<file path="config.mk">
export PLATFORM = sky130hd
export DESIGN_NAME = cardinal_dmem_arbiter
export DESIGN_NICKNAME = d
export VERILOG_FILES = /design/src/rtl/cardinal_pkg.sv /design/src/rtl/starve_counter.sv /design/src/rtl/cardinal_dmem_arbiter.sv
export SDC_FILE = /design/constraint.sdc
export NUM_CORES = 1
export LEC_CHECK = 0
export CORE_AREA = 4 4 163 165
export CTS_CLUSTER_DIAMETER = 200
export DETAILED_ROUTE_END_ITERATION = 6
export DIE_AREA = 0 0 167 169
export PLACE_DENSITY = 0.51
export SYNTH_ARGS = -nofsm -noshare
export SYNTH_HDL_FRONTEND = slang
export SYNTH_SLANG_ARGS = --single-unit
</file>
<file path="constraint.sdc">
create_clock -name Clock -period 2.2 [get_ports Clock]
set_input_delay 0.44 -clock Clock [delete_from_list [all_inputs] [get_ports Clock]]
set_output_delay 0.44 -clock Clock [all_outputs]
set_load 0.01 [all_outputs]
</file>
<file path="src/rtl/cardinal_pkg.sv">
// Shared definitions for the cardinal processor slice: arbiter state and
// read-owner encodings plus the memory geometry defaults.
package cardinal_pkg;

  localparam int ADDR_W_DEF = 8;
  localparam int DATA_W_DEF = 64;
  localparam int STARVE_CNT_W = 4;

  typedef enum logic {
    PRIO_CORE = 1'b0,
    FORCE_NIC = 1'b1
  } arb_state_t;

  typedef enum logic {
    OWN_CORE = 1'b0,
    OWN_NIC  = 1'b1
  } owner_t;

endpackage

</file>
<file path="src/rtl/starve_counter.sv">
// Saturating count of consecutive NIC denials; at_max flags that the count
// about to be registered has reached MAX.
module starve_counter
  import cardinal_pkg::*;
#(
  parameter int MAX = 4
) (
  input  logic Clock,
  input  logic Reset,
  input  logic inc,
  input  logic clr,
  output logic at_max
);

  logic [STARVE_CNT_W-1:0] count_q;
  logic [STARVE_CNT_W-1:0] count_d;

  always_comb begin
    count_d = count_q;
    if (clr) begin
      count_d = '0;
    end else if (inc && (count_q != STARVE_CNT_W'(MAX))) begin
      count_d = count_q + STARVE_CNT_W'(1);
    end
  end

  always_ff @(posedge Clock) begin
    if (Reset) begin
      count_q <= '0;
    end else begin
      count_q <= count_d;
    end
  end

  // Looking at the next value lets the forced slot land on the very next cycle.
  assign at_max = (count_d == STARVE_CNT_W'(MAX));

endmodule

</file>
<file path="src/rtl/cardinal_dmem_arbiter.sv">
// Shares the single-port DMEM between the cardinal core (fixed priority) and
// the NIC DMA port, with a starvation-forced NIC slot and tagged read return.
module cardinal_dmem_arbiter
  import cardinal_pkg::*;
#(
  parameter int ADDR_W     = ADDR_W_DEF,
  parameter int DATA_W     = DATA_W_DEF,
  parameter int STARVE_MAX = 4
) (
  input  logic              Clock,
  input  logic              Reset,
  input  logic              Core_En,
  input  logic              Core_WrEn,
  input  logic [0:ADDR_W-1] Core_Addr,
  input  logic [0:DATA_W-1] Core_Wdata,
  output logic [0:DATA_W-1] Core_Rdata,
  output logic              Core_Stall,
  input  logic              Nic_Req,
  input  logic              Nic_WrEn,
  input  logic [0:ADDR_W-1] Nic_Addr,
  input  logic [0:DATA_W-1] Nic_Wdata,
  output logic              Nic_Gnt,
  output logic [0:DATA_W-1] Nic_Rdata,
  output logic              Nic_Rvalid,
  output logic              Mem_En,
  output logic              Mem_WrEn,
  output logic [0:ADDR_W-1] Mem_Addr,
  output logic [0:DATA_W-1] Mem_Wdata,
  input  logic [0:DATA_W-1] Mem_Rdata
);

  arb_state_t state_q;
  arb_state_t state_d;
  logic       nic_force;
  logic       nic_win;
  logic       core_win;
  logic       starve_inc;
  logic       starve_clr;
  logic       starve_at_max;
  logic       tag_valid_q;
  logic       tag_valid_d;
  owner_t     tag_owner_q;
  owner_t     tag_owner_d;

  // Grant and memory mux; Reset silences every output in the same cycle.
  always_comb begin
    nic_force  = (state_q == FORCE_NIC) && Nic_Req;
    nic_win    = 1'b0;
    core_win   = 1'b0;
    Core_Stall = 1'b0;
    Nic_Gnt    = 1'b0;
    Mem_En     = 1'b0;
    Mem_WrEn   = 1'b0;
    Mem_Addr   = '0;
    Mem_Wdata  = '0;
    if (!Reset) begin
      nic_win    = nic_force || (!Core_En && Nic_Req);
      core_win   = Core_En && !nic_force;
      Core_Stall = nic_force && Core_En;
      Nic_Gnt    = nic_win;
      if (core_win) begin
        Mem_En    = 1'b1;
        Mem_WrEn  = Core_WrEn;
        Mem_Addr  = Core_Addr;
        Mem_Wdata = Core_Wdata;
      end else if (nic_win) begin
        Mem_En    = 1'b1;
        Mem_WrEn  = Nic_WrEn;
        Mem_Addr  = Nic_Addr;
        Mem_Wdata = Nic_Wdata;
      end
    end
  end

  assign starve_inc = Nic_Req && !nic_win;
  assign starve_clr = !starve_inc;

  starve_counter #(
    .MAX(STARVE_MAX)
  ) u_starve (
    .Clock (Clock),
    .Reset (Reset),
    .inc   (starve_inc),
    .clr   (starve_clr),
    .at_max(starve_at_max)
  );

  // The forced slot lasts exactly one cycle whether or not the NIC used it.
  always_comb begin
    state_d = state_q;
    case (state_q)
      PRIO_CORE: if (starve_at_max) state_d = FORCE_NIC;
      FORCE_NIC: state_d = PRIO_CORE;
      default:   state_d = PRIO_CORE;
    endcase
  end

  always_comb begin
    tag_valid_d = (core_win && !Core_WrEn) || (nic_win && !Nic_WrEn);
    tag_owner_d = nic_win ? OWN_NIC : OWN_CORE;
  end

  always_ff @(posedge Clock) begin
    if (Reset) begin
      state_q     <= PRIO_CORE;
      tag_valid_q <= 1'b0;
      tag_owner_q <= OWN_CORE;
    end else begin
      state_q     <= state_d;
      tag_valid_q <= tag_valid_d;
      tag_owner_q <= tag_owner_d;
    end
  end

  // Returned data is steered only to the port that issued the read.
  always_comb begin
    Core_Rdata = '0;
    Nic_Rdata  = '0;
    Nic_Rvalid = 1'b0;
    if (!Reset && tag_valid_q) begin
      if (tag_owner_q == OWN_NIC) begin
        Nic_Rdata  = Mem_Rdata;
        Nic_Rvalid = 1'b1;
      end else begin
        Core_Rdata = Mem_Rdata;
      end
    end
  end

endmodule

</file>
# Word level (Yosys, flattened, before mapping)
# Index checks and enable logic that the tools add are counted.
# totals
ff_bits	7
inputBits	214
out_inout_bits	205
word_cells	51
# op_classes
n_addsub	1
n_eq_ne	2
mux	26
bitwise_logic	1
n_reduce_logical	17
# ops
operator	count
$mux 64	7
$mux 8	3
$mux 1	13
$logic_and 1x1->1	9
$mux 4	2
$logic_not 1->1	6
$add 4x1->4 const B	1
$eq 4x3->1 const B	1
$ne 4x3->1 const B	1
$logic_or 1x1->1	2
$pmux 1 s2	1
$not 1->1	1

# Longest topological paths before layout
# Gate-level depths: netlist of run 1.
# depth
ltp_word	12
ltp_mapped	5
mapped_depth_nobuf	5

# Modules after synthesis
# A second synthesis of run 1 with hierarchy kept.
# hier_totals
hier_cells	525
area_unflattened_um2	3398.3
# by_module_without_submodules
mod	n_inst	cells_each	area_each_um2	seq_area_each_um2
cardinal_dmem_arbiter	1	495	3151.8	60.1
starve_counter	1	30	246.5	80.1

# Worst setup path after synthesis of run 1
# OpenSTA, ideal clock, no wires.
# synth_timing
kind	input -> output
from	input port Nic_Req
to	output port Mem_Wdata[10] (netlist bit)
arrival_time_ps	1225
slack_ps	535
path_stages	5
n_path_buf	2
cell_sequence	nor2b_2 -> nor2b_4 -> buf_6 -> buf_6 -> a22o_1
# synth_between
elab_chain_cells	5
elab_cells_between_ends	8
cone_classes	mux (3); reduce/logical (5)
# synth_rtl
element	line_no	source
start, declared	cardinal_dmem_arbiter.sv:18	input logic Nic_Req,
$logic_and 1x1->1, on equally long branches	cardinal_dmem_arbiter.sv:47, cardinal_dmem_arbiter.sv:57	
$logic_or 1x1->1 / $logic_not 1->1 (equally long branches)	cardinal_dmem_arbiter.sv:57, cardinal_dmem_arbiter.sv:58	
$mux 64 / $logic_and 1x1->1 (equally long branches)	cardinal_dmem_arbiter.sv:66, cardinal_dmem_arbiter.sv:58	
$mux 64 (*)	cardinal_dmem_arbiter.sv:61	if (core_win) begin
$mux 64 (*)	cardinal_dmem_arbiter.sv:56	if (!Reset) begin
end, declared	cardinal_dmem_arbiter.sv:28	output logic [0:DATA_W-1] Mem_Wdata,
# Every way passes the cells marked *; elsewhere a longest branch is shown, timed or not.

# Worst setup path in the final report of run 1
# layout_timing
from	input port Reset
to	output port Mem_Wdata[12] (netlist bit)
# layout_between
elab_chain_cells	1
# layout_rtl
element	line_no	source
start, declared	cardinal_dmem_arbiter.sv:11	input logic Reset,
$mux 64	cardinal_dmem_arbiter.sv:56	
# No other way between the ends.

==> results.md, run 1 <==
- The dominant synthesized flop cell is sky130_fd_sc_hd__dfxtp_1.
- The endpoint type of the worst setup path is a primary output.
- The violation count after the first detailed-route iteration is 152.
- The count of buffers inserted at the top-level ports is 418.
- Summing over every cut layer, the via total after detailed routing is 3,812.
- The element type at the critical path start is an input pin.
- Clock skew on the completed layout was measured at 0.000317 ns.
- Measured on the finished design, the core utilization comes to 27.2%.
- The initialized floorplan defines 58 standard-cell rows.
- After synthesis the netlist holds a flip-flop and latch count of 7.
- The remaining design rule violation count is 0.
- The share of final-layout standard cells stronger than drive strength 1 is 18.8%.
- The total detailed-routing wirelength is 17.2 mm.
- The max-cap check violation count is 0.
- The top achievable clock speed is 0.468 GHz.
- The critical path is of the input pin to primary output type.
- Data on the critical path is required at its endpoint by 1.76 ns.
- The design draws 1.36 mW.
- During I/O placement, the number of pins put on the boundary was 419.
- The ratio of total power to cell area is 199 nW/µm².
- The number of clock buffers inserted by TritonCTS is 3.
- The arrival time reported for the critical path endpoint is 1.70 ns.
- The post-synthesis to final-layout area growth is 232%.
- In this run the static leakage power is 3.39 nW.
- The clock transition at the registers of the reported paths is 0.03 ns.
- The H-tree depth reported by CTS is 1.
- The worst path meets setup with 0.0612 ns of slack.
- The total of warnings raised by yosys is 0.
- Of all nets on the critical path, the largest fanout is 7.
- The instance count of the mapped netlist is 278.
- Synthesis produced a netlist with a net count of 494.
- The routed length per placed instance is 16.4 µm.
- The residual antenna-violating net count after detailed routing is 0.
- The vertical die dimension is 169 µm.
- After detailed routing, the number of vias per cell comes to 3.65.
- The most numerous cell on the critical path is sky130_fd_sc_hd__buf_12.
- The minimum clock period is 2.14 ns.
- The count of hold-fix buffers inserted at cts is 0.
- The total global routing track utilization is 10.6%.
- 0 antenna diodes ended up in the layout.
- The horizontal die dimension is 167 µm.
- The total overflow reported by the global router is 0.
- The congestion estimate from routability-driven global placement came to 0.806.
- The starting utilization of the core area is 8.20%.
- The largest net degree at the start of global routing is 33.
- Walking the worst path, the cells encountered are buf_2, buf_6, and2b_4, buf_12, buf_12, buf_16, a22o_1, clkdlybuf4s15_2.
- At the pin with the least slew margin, the transition time is 0.269 ns.
- The total iterations of the first detailed-routing run is 4.
- The run finished with clean final reports.
- IR analysis of the VDD net gives a maximum drop of 0.147 mV.
- The number of antenna violations at the first check in global routing is 0.
- The minimum setup slack after placement is -0.699 ns.
- The area inside the core boundary is 25,000 µm².
- The number of instances in the placed design is 1,024.
- The largest single stage delay on the critical path is 0.22 ns.
- The number of endpoints with negative hold slack in the final report is 0.
- Counting every sink on the clock net gives 7.
- TritonCTS built the clock tree.
- The sequential cell area fraction in the yosys report is 6.83%.
- The class of the most critical hold timing path is input pin to register.
- The layout net count is 930.
- Setup repair after global routing left no endpoint under its margin.
- The via count of the first global-routing pass is 3,894.
- Counting flops with an async set or reset pin after synthesis yields a share of 0%.
- For the worst-skew pair, the clock arrives at the later sink with an insertion delay of 0.23 ns.
- The die covers 28,200 µm².
- The distinct cell type count after synthesis is 33.
- The HPWL after detailed placement is 13.7 mm.
- The max-slew violation total from the final report was 0.
- The global-route wire length before repair is 23.6 mm.
- In this run the deepest clock path goes through 2 buffers.
- The non-filler instance count after layout is 1,043.
- Setup violations remaining at the end of the flow were counted as 0.
- The cell sitting at the root of the clock tree is a sky130_fd_sc_hd__clkbuf_16.
- In this run, synthesis inferred 0 flip-flops with an integrated enable.
- Averaged over all synthesized cells, the footprint is 7.38 µm².
- Among all stages on the critical path, the largest delay is contributed by sky130_fd_sc_hd__clkdlybuf4s15_2.
- The worst slew margin relative to its limit is 82.1%.
- The portion of the clock cycle consumed by the worst path in the final layout is 97.2%.
- After synthesis the cells add up to 2050 µm².
[metal layers]
metal	track usage, %	vias up	wire length, µm
li1	-	1853	-
met1	12.6	1696	6980
met2	19.5	247	8420
met3	2.64	16	1550
met4	1.60	0	214
met5	0	-	0
[worst paths after layout]
kind / startpoint / slack, ns / endpoint / depth (start not counted)
worst max register to register: u_starve.count_q[0] / 0.56 / state_q / 5
worst max-delay path: Reset / 0.06 / Mem_Wdata[12] / 8
worst min-delay path: Reset / 0.57 / tag_owner_q / 3
worst min register to register: u_starve.count_q[3] / 0.59 / u_starve.count_q[3] / 2
[worst max-delay path: cells and delay by family]
kind / cells / cell delay, ns
AO/OA/AOI/OAI: 1 / 0.17
buffers and inverters: 6 / 0.88
AND/OR/NAND/NOR: 1 / 0.20
[placed cells by master (no fill, tap or decap), types with 3 or more instances in the layout]
master                            count
sky130_fd_sc_hd__a22o_1              73
sky130_fd_sc_hd__and2_1             128
sky130_fd_sc_hd__buf_12              10
sky130_fd_sc_hd__buf_16               6
sky130_fd_sc_hd__buf_2               21
sky130_fd_sc_hd__buf_4               20
sky130_fd_sc_hd__buf_6                3
sky130_fd_sc_hd__clkbuf_16            6
sky130_fd_sc_hd__clkbuf_2            33
sky130_fd_sc_hd__clkdlybuf4s15_1     10
sky130_fd_sc_hd__clkdlybuf4s15_2     24
sky130_fd_sc_hd__clkdlybuf4s50_1    212
sky130_fd_sc_hd__dfxtp_1              6
sky130_fd_sc_hd__dlygate4sd2_1      117
sky130_fd_sc_hd__inv_1                5
sky130_fd_sc_hd__nand2_1              3
sky130_fd_sc_hd__nor2_1               8
[cell type report]
| class | instances | area, µm² |
|---|---|---|
| fill | 2797 | 18200 |
| timing repair buffer | 460 | 4440 |
| multi-input combinational | 237 | 1720 |
| tap | 330 | 413 |
| sequential | 7 | 141 |
| clock buffer | 4 | 78.8 |
| inverter | 5 | 18.8 |
[registers in the layout, summed over array words and instances (netlist names)]
register / cells
tag_owner_q: 1
state_q: 1
u_starve.count_q: 4
tag_valid_q: 1
[cells by family after synthesis]
| kind of cell | share of synthesized area, % |
|---|---|
| AOI/OAI and AO/OA | 33.4 |
| and+or+nand+nor | 47.0 |
| DFF | 6.83 |
| muxes | 0.976 |
| buffers and inverters | 10.1 |
| adders and majority gates | 1.22 |
| xor gates and xnor gates | 0.427 |
[where the power goes]
part	internal, mW	switching [mW]	total, mW
clock network	0.241	0.0683	0.309
registers	0.131	0.00317	0.134
logic	0.609	0.308	0.917
total	0.980	0.380	1.36
[synthesized netlist by cell type (all sizes together), types with 2 or more instances]
master,instances,area share [%]
and2,128,39
a22o,73,31
buf,17,6.6
clkbuf,12,2.6
nor2,8,1.5
dfxtp,7,6.8
inv,5,0.91
nand2,3,0.55
nor2b,3,1.4
and2b,2,0.73
ha,2,1.2
mux2i,2,0.98
o21ai,2,0.49
[repair_timing]
action                     in CTS  in global routing
setup endpoints to repair     204                 81
gates cloned                    7                  2
resized for setup             344                 68
pin swaps                       2                  0
hold endpoints to repair        0                  0
setup buffers                   5                  1
[metrics by stage]
stage | area [µm²] | setup TNS (ns) | hold slack, ns
floorplan | 2050 | 0 | 0.544
detailed placement | 6780 | -111.74 | 0.593
global placement | 6780 | -113.29 | 0.585
global route | 6820 | 0 | 0.569
finish | 6820 | 0 | 0.565
CTS | 6960 | -1.39 | 0.564
No activity file was read; power rests on OpenSTA's default activity.
==> run 2, diff against run 1 <==
--- a/config.mk
+++ b/config.mk
@@ -10,6 +10,7 @@
 export DETAILED_ROUTE_END_ITERATION = 6
 export DIE_AREA = 0 0 167 169
 export PLACE_DENSITY = 0.51
+export SKIP_CTS_REPAIR_TIMING = 1
 export SYNTH_ARGS = -nofsm -noshare
 export SYNTH_HDL_FRONTEND = slang
 export SYNTH_SLANG_ARGS = --single-unit
==> results.md, run 2 (synthesis gave the netlist of run 1 again) <==
- The H-tree depth reported by CTS is 1.
- The highest ir drop seen on vdd is 0.137 mV.
- The maximum single-stage delay on the critical path is 0.19 ns.
- In this run the static leakage power is 6.07 nW.
- The number of rows in the core area is 58.
- In this run the tightest slew margin relative to its limit is 82.1%.
- The layout net count is 935.
- The max-slew violation total from the final report came to 0.
- The area inside the core boundary is 25,000 µm².
- The first detailed-routing pass ran for 4 iterations.
- The via count of the first global-routing pass is 3,747.
- Dividing the detail-routed wire length by the instance count gives 16.9 µm.
- The number of filler instances in the final layout is 2,654.
- The pin slew with the least headroom to its limit is 0.268 ns.
- The arrival time reported for the critical path endpoint is 1.74 ns.
- The endpoint type of the worst setup path is a primary output.
- The total overflow reported by the global router is 0.
- The vertical die dimension is 169 µm.
- After clock tree synthesis, the clock-pin slew on the worst setup and hold paths is 0.03 ns.
- The count of cells along the worst hold path is 3.
- By startpoint and endpoint, the worst setup path is classified as input pin to primary output.
- The clock tree from TritonCTS is built.
- Setup slack on the worst reg-to-reg path comes out at 0.56 ns.
- The highest net fanout along the worst path is 10.
- For this block, the routed nets add up to 17.7 mm of wire.
- The final number of setup-violating endpoints is 0.
- The class of the most critical hold timing path is input pin to register.
- The number of clock sinks seen by CTS is 7.
- The largest net degree at the start of global routing is 65.
- The horizontal die dimension is 167 µm.
- Across all setup checks in the final design, the least slack found is 0.0155 ns.
- The leading cell type in the layout, fill and taps excluded is sky130_fd_sc_hd__clkdlybuf4s50_1.
- The number of buffers between clock root and the deepest sink is 2.
- Counting I/O delays and the setup requirement, the final critical path takes 2.18 ns.
- The max-cap check violation count is 0.
- The master of the slowest instance on the critical path is sky130_fd_sc_hd__a22o_1.
- At the end of routability-driven placement, the weighted congestion stood at 0.806.
- Across all layers, the routed design uses 3,863 vias.
- On the final layout, the worst clock skew is 0.000366 ns.
- The flip-flop count of the largest register after layout is 4.
- The total global routing track utilization is 9.74%.
- The count of buffers inserted at the top-level ports is 418.
- The number of endpoints with negative hold slack in the final report is 0.
- In the final layout, the multi-input gates occupy 1740 µm².
- Once the floorplan was initialized, standard cells occupied 8.20% of the core.
- Dividing the final minimum period by the clock period gives 99.3%.
- The run finished with clean final reports.
- The top achievable clock speed is 0.458 GHz.
- Relative to the synthesized area, the layout overhead comes to 270%.
- At the worst endpoint, the required time is 1.76 ns.
- The number of clock buffers inserted by TritonCTS is 3.
- Summing all non-filler instances in the final layout gives an area of 7590 µm².
- The clock reaches the later pin of the worst-skew pair after 0.23 ns.
- 0 antenna diodes ended up in the layout.
- Of the cells placed in the final design, the portion with a size suffix greater than 1 is 10.6%.
- The element type at the critical path start is an input pin.
- Once layout is complete, the utilization of the core stands at 30.3%.
- The ratio of total power to cell area is 183 nW/µm².
- The storage element area is 141 µm².
- At the placement stage, the worst setup path has a slack of -0.699 ns.
- The number of antenna violations at the first check in global routing is 0.
- The residual antenna-violating net count after detailed routing is 0.
- Among the stages of the critical path, the cell type that occurs most often is sky130_fd_sc_hd__dlymetal6s2s_1.
- The via count normalized by instance count is 3.69.
- The sum of negative setup slack is 0 ns.
- After detailed routing, the number of remaining DRC violations is 0.
- The wire-length estimate of the detail-placed layout is 13.7 mm.
- The register ranked first by flip-flop count is u_starve.count_q.
- Walking the worst path, the cells encountered are dlymetal6s2s_1, a21boi_4, and2b_4, buf_12, clkbuf_16, buf_4, a22o_1, dlymetal6s2s_1.
- The final hold slack is 0.572 ns.
- Clock tree synthesis selected as its root buffer the cell sky130_fd_sc_hd__clkbuf_16.
- The placed instances occupy a cell area of 6780 µm².
- The number of cells on the worst reg-to-reg path is 5.
- The I/O pin count is 419.
- In the layout the commonest cells are sky130_fd_sc_hd__clkdlybuf4s50_1 (212), sky130_fd_sc_hd__dlymetal6s2s_1 (190), sky130_fd_sc_hd__and2_1 (128).
- The detailed router finished its first iteration with 106 violations.
- The die covers 28,200 µm².
- The first global-routing pass estimated 22.1 mm of wire.
-- run 2: changes by cell type in the layout (fill, tap and decap cells not counted), moves of 10 or more --
cell	before	now
sky130_fd_sc_hd__clkdlybuf4s15_2	24	0
sky130_fd_sc_hd__clkbuf_2	33	14
sky130_fd_sc_hd__clkdlybuf4s15_1	10	0
sky130_fd_sc_hd__dlymetal6s2s_1	0	190
sky130_fd_sc_hd__dlygate4sd2_1	117	0
sky130_fd_sc_hd__buf_2	21	1
-- run 2: through the flow --
stage | std cells | power [mW]
floorplan | 278 | 0.374
global placement | 1024 | 1.07
detailed placement | 1024 | 1.06
CTS | 1028 | 1.39
global route | 1048 | 1.47
finish | 1048 | 1.39
-- run 2: final timing paths --
path	from	end
setup reg to reg	u_starve.count_q[0]	state_q
hold reg to reg	u_starve.count_q[3]	u_starve.count_q[3]
setup / recovery	Core_En	Mem_Wdata[51]
hold / removal	Reset	tag_owner_q
-- run 2: cell type report --
cell class | count | share of cell area, %
Clock buffer | 4 | 1.04
Timing Repair Buffer | 464 | 68.5
Inverter | 5 | 0.247
Multi-Input combinational cell | 238 | 22.9
Tap cell | 330 | 5.44
Sequential cell | 7 | 1.86
-- run 2: critical path: cells and delay by family --
family	cells	cell delay (ns)
AOI/OAI and AO/OA	2	0.35
buffers and inverters	5	0.78
and+or+nand+nor	1	0.18
-- run 2: report_power, final --
group / switching [mW] / internal, mW
logic: 0.307 / 0.642
registers: 0.00316 / 0.131
clock network: 0.0682 / 0.241
-- run 2: per-layer routing --
metal  global-route usage (%)  vias to the layer above  share of wire [%]  wire [µm]
li1                         -                     1862                  -          -
met5                        0                        -                  0          0
met1                     11.3                     1729                 40       7110
met2                     18.1                      256                 50       8870
met3                     2.66                       16                8.5       1500
met4                     1.60                        0                1.0        178
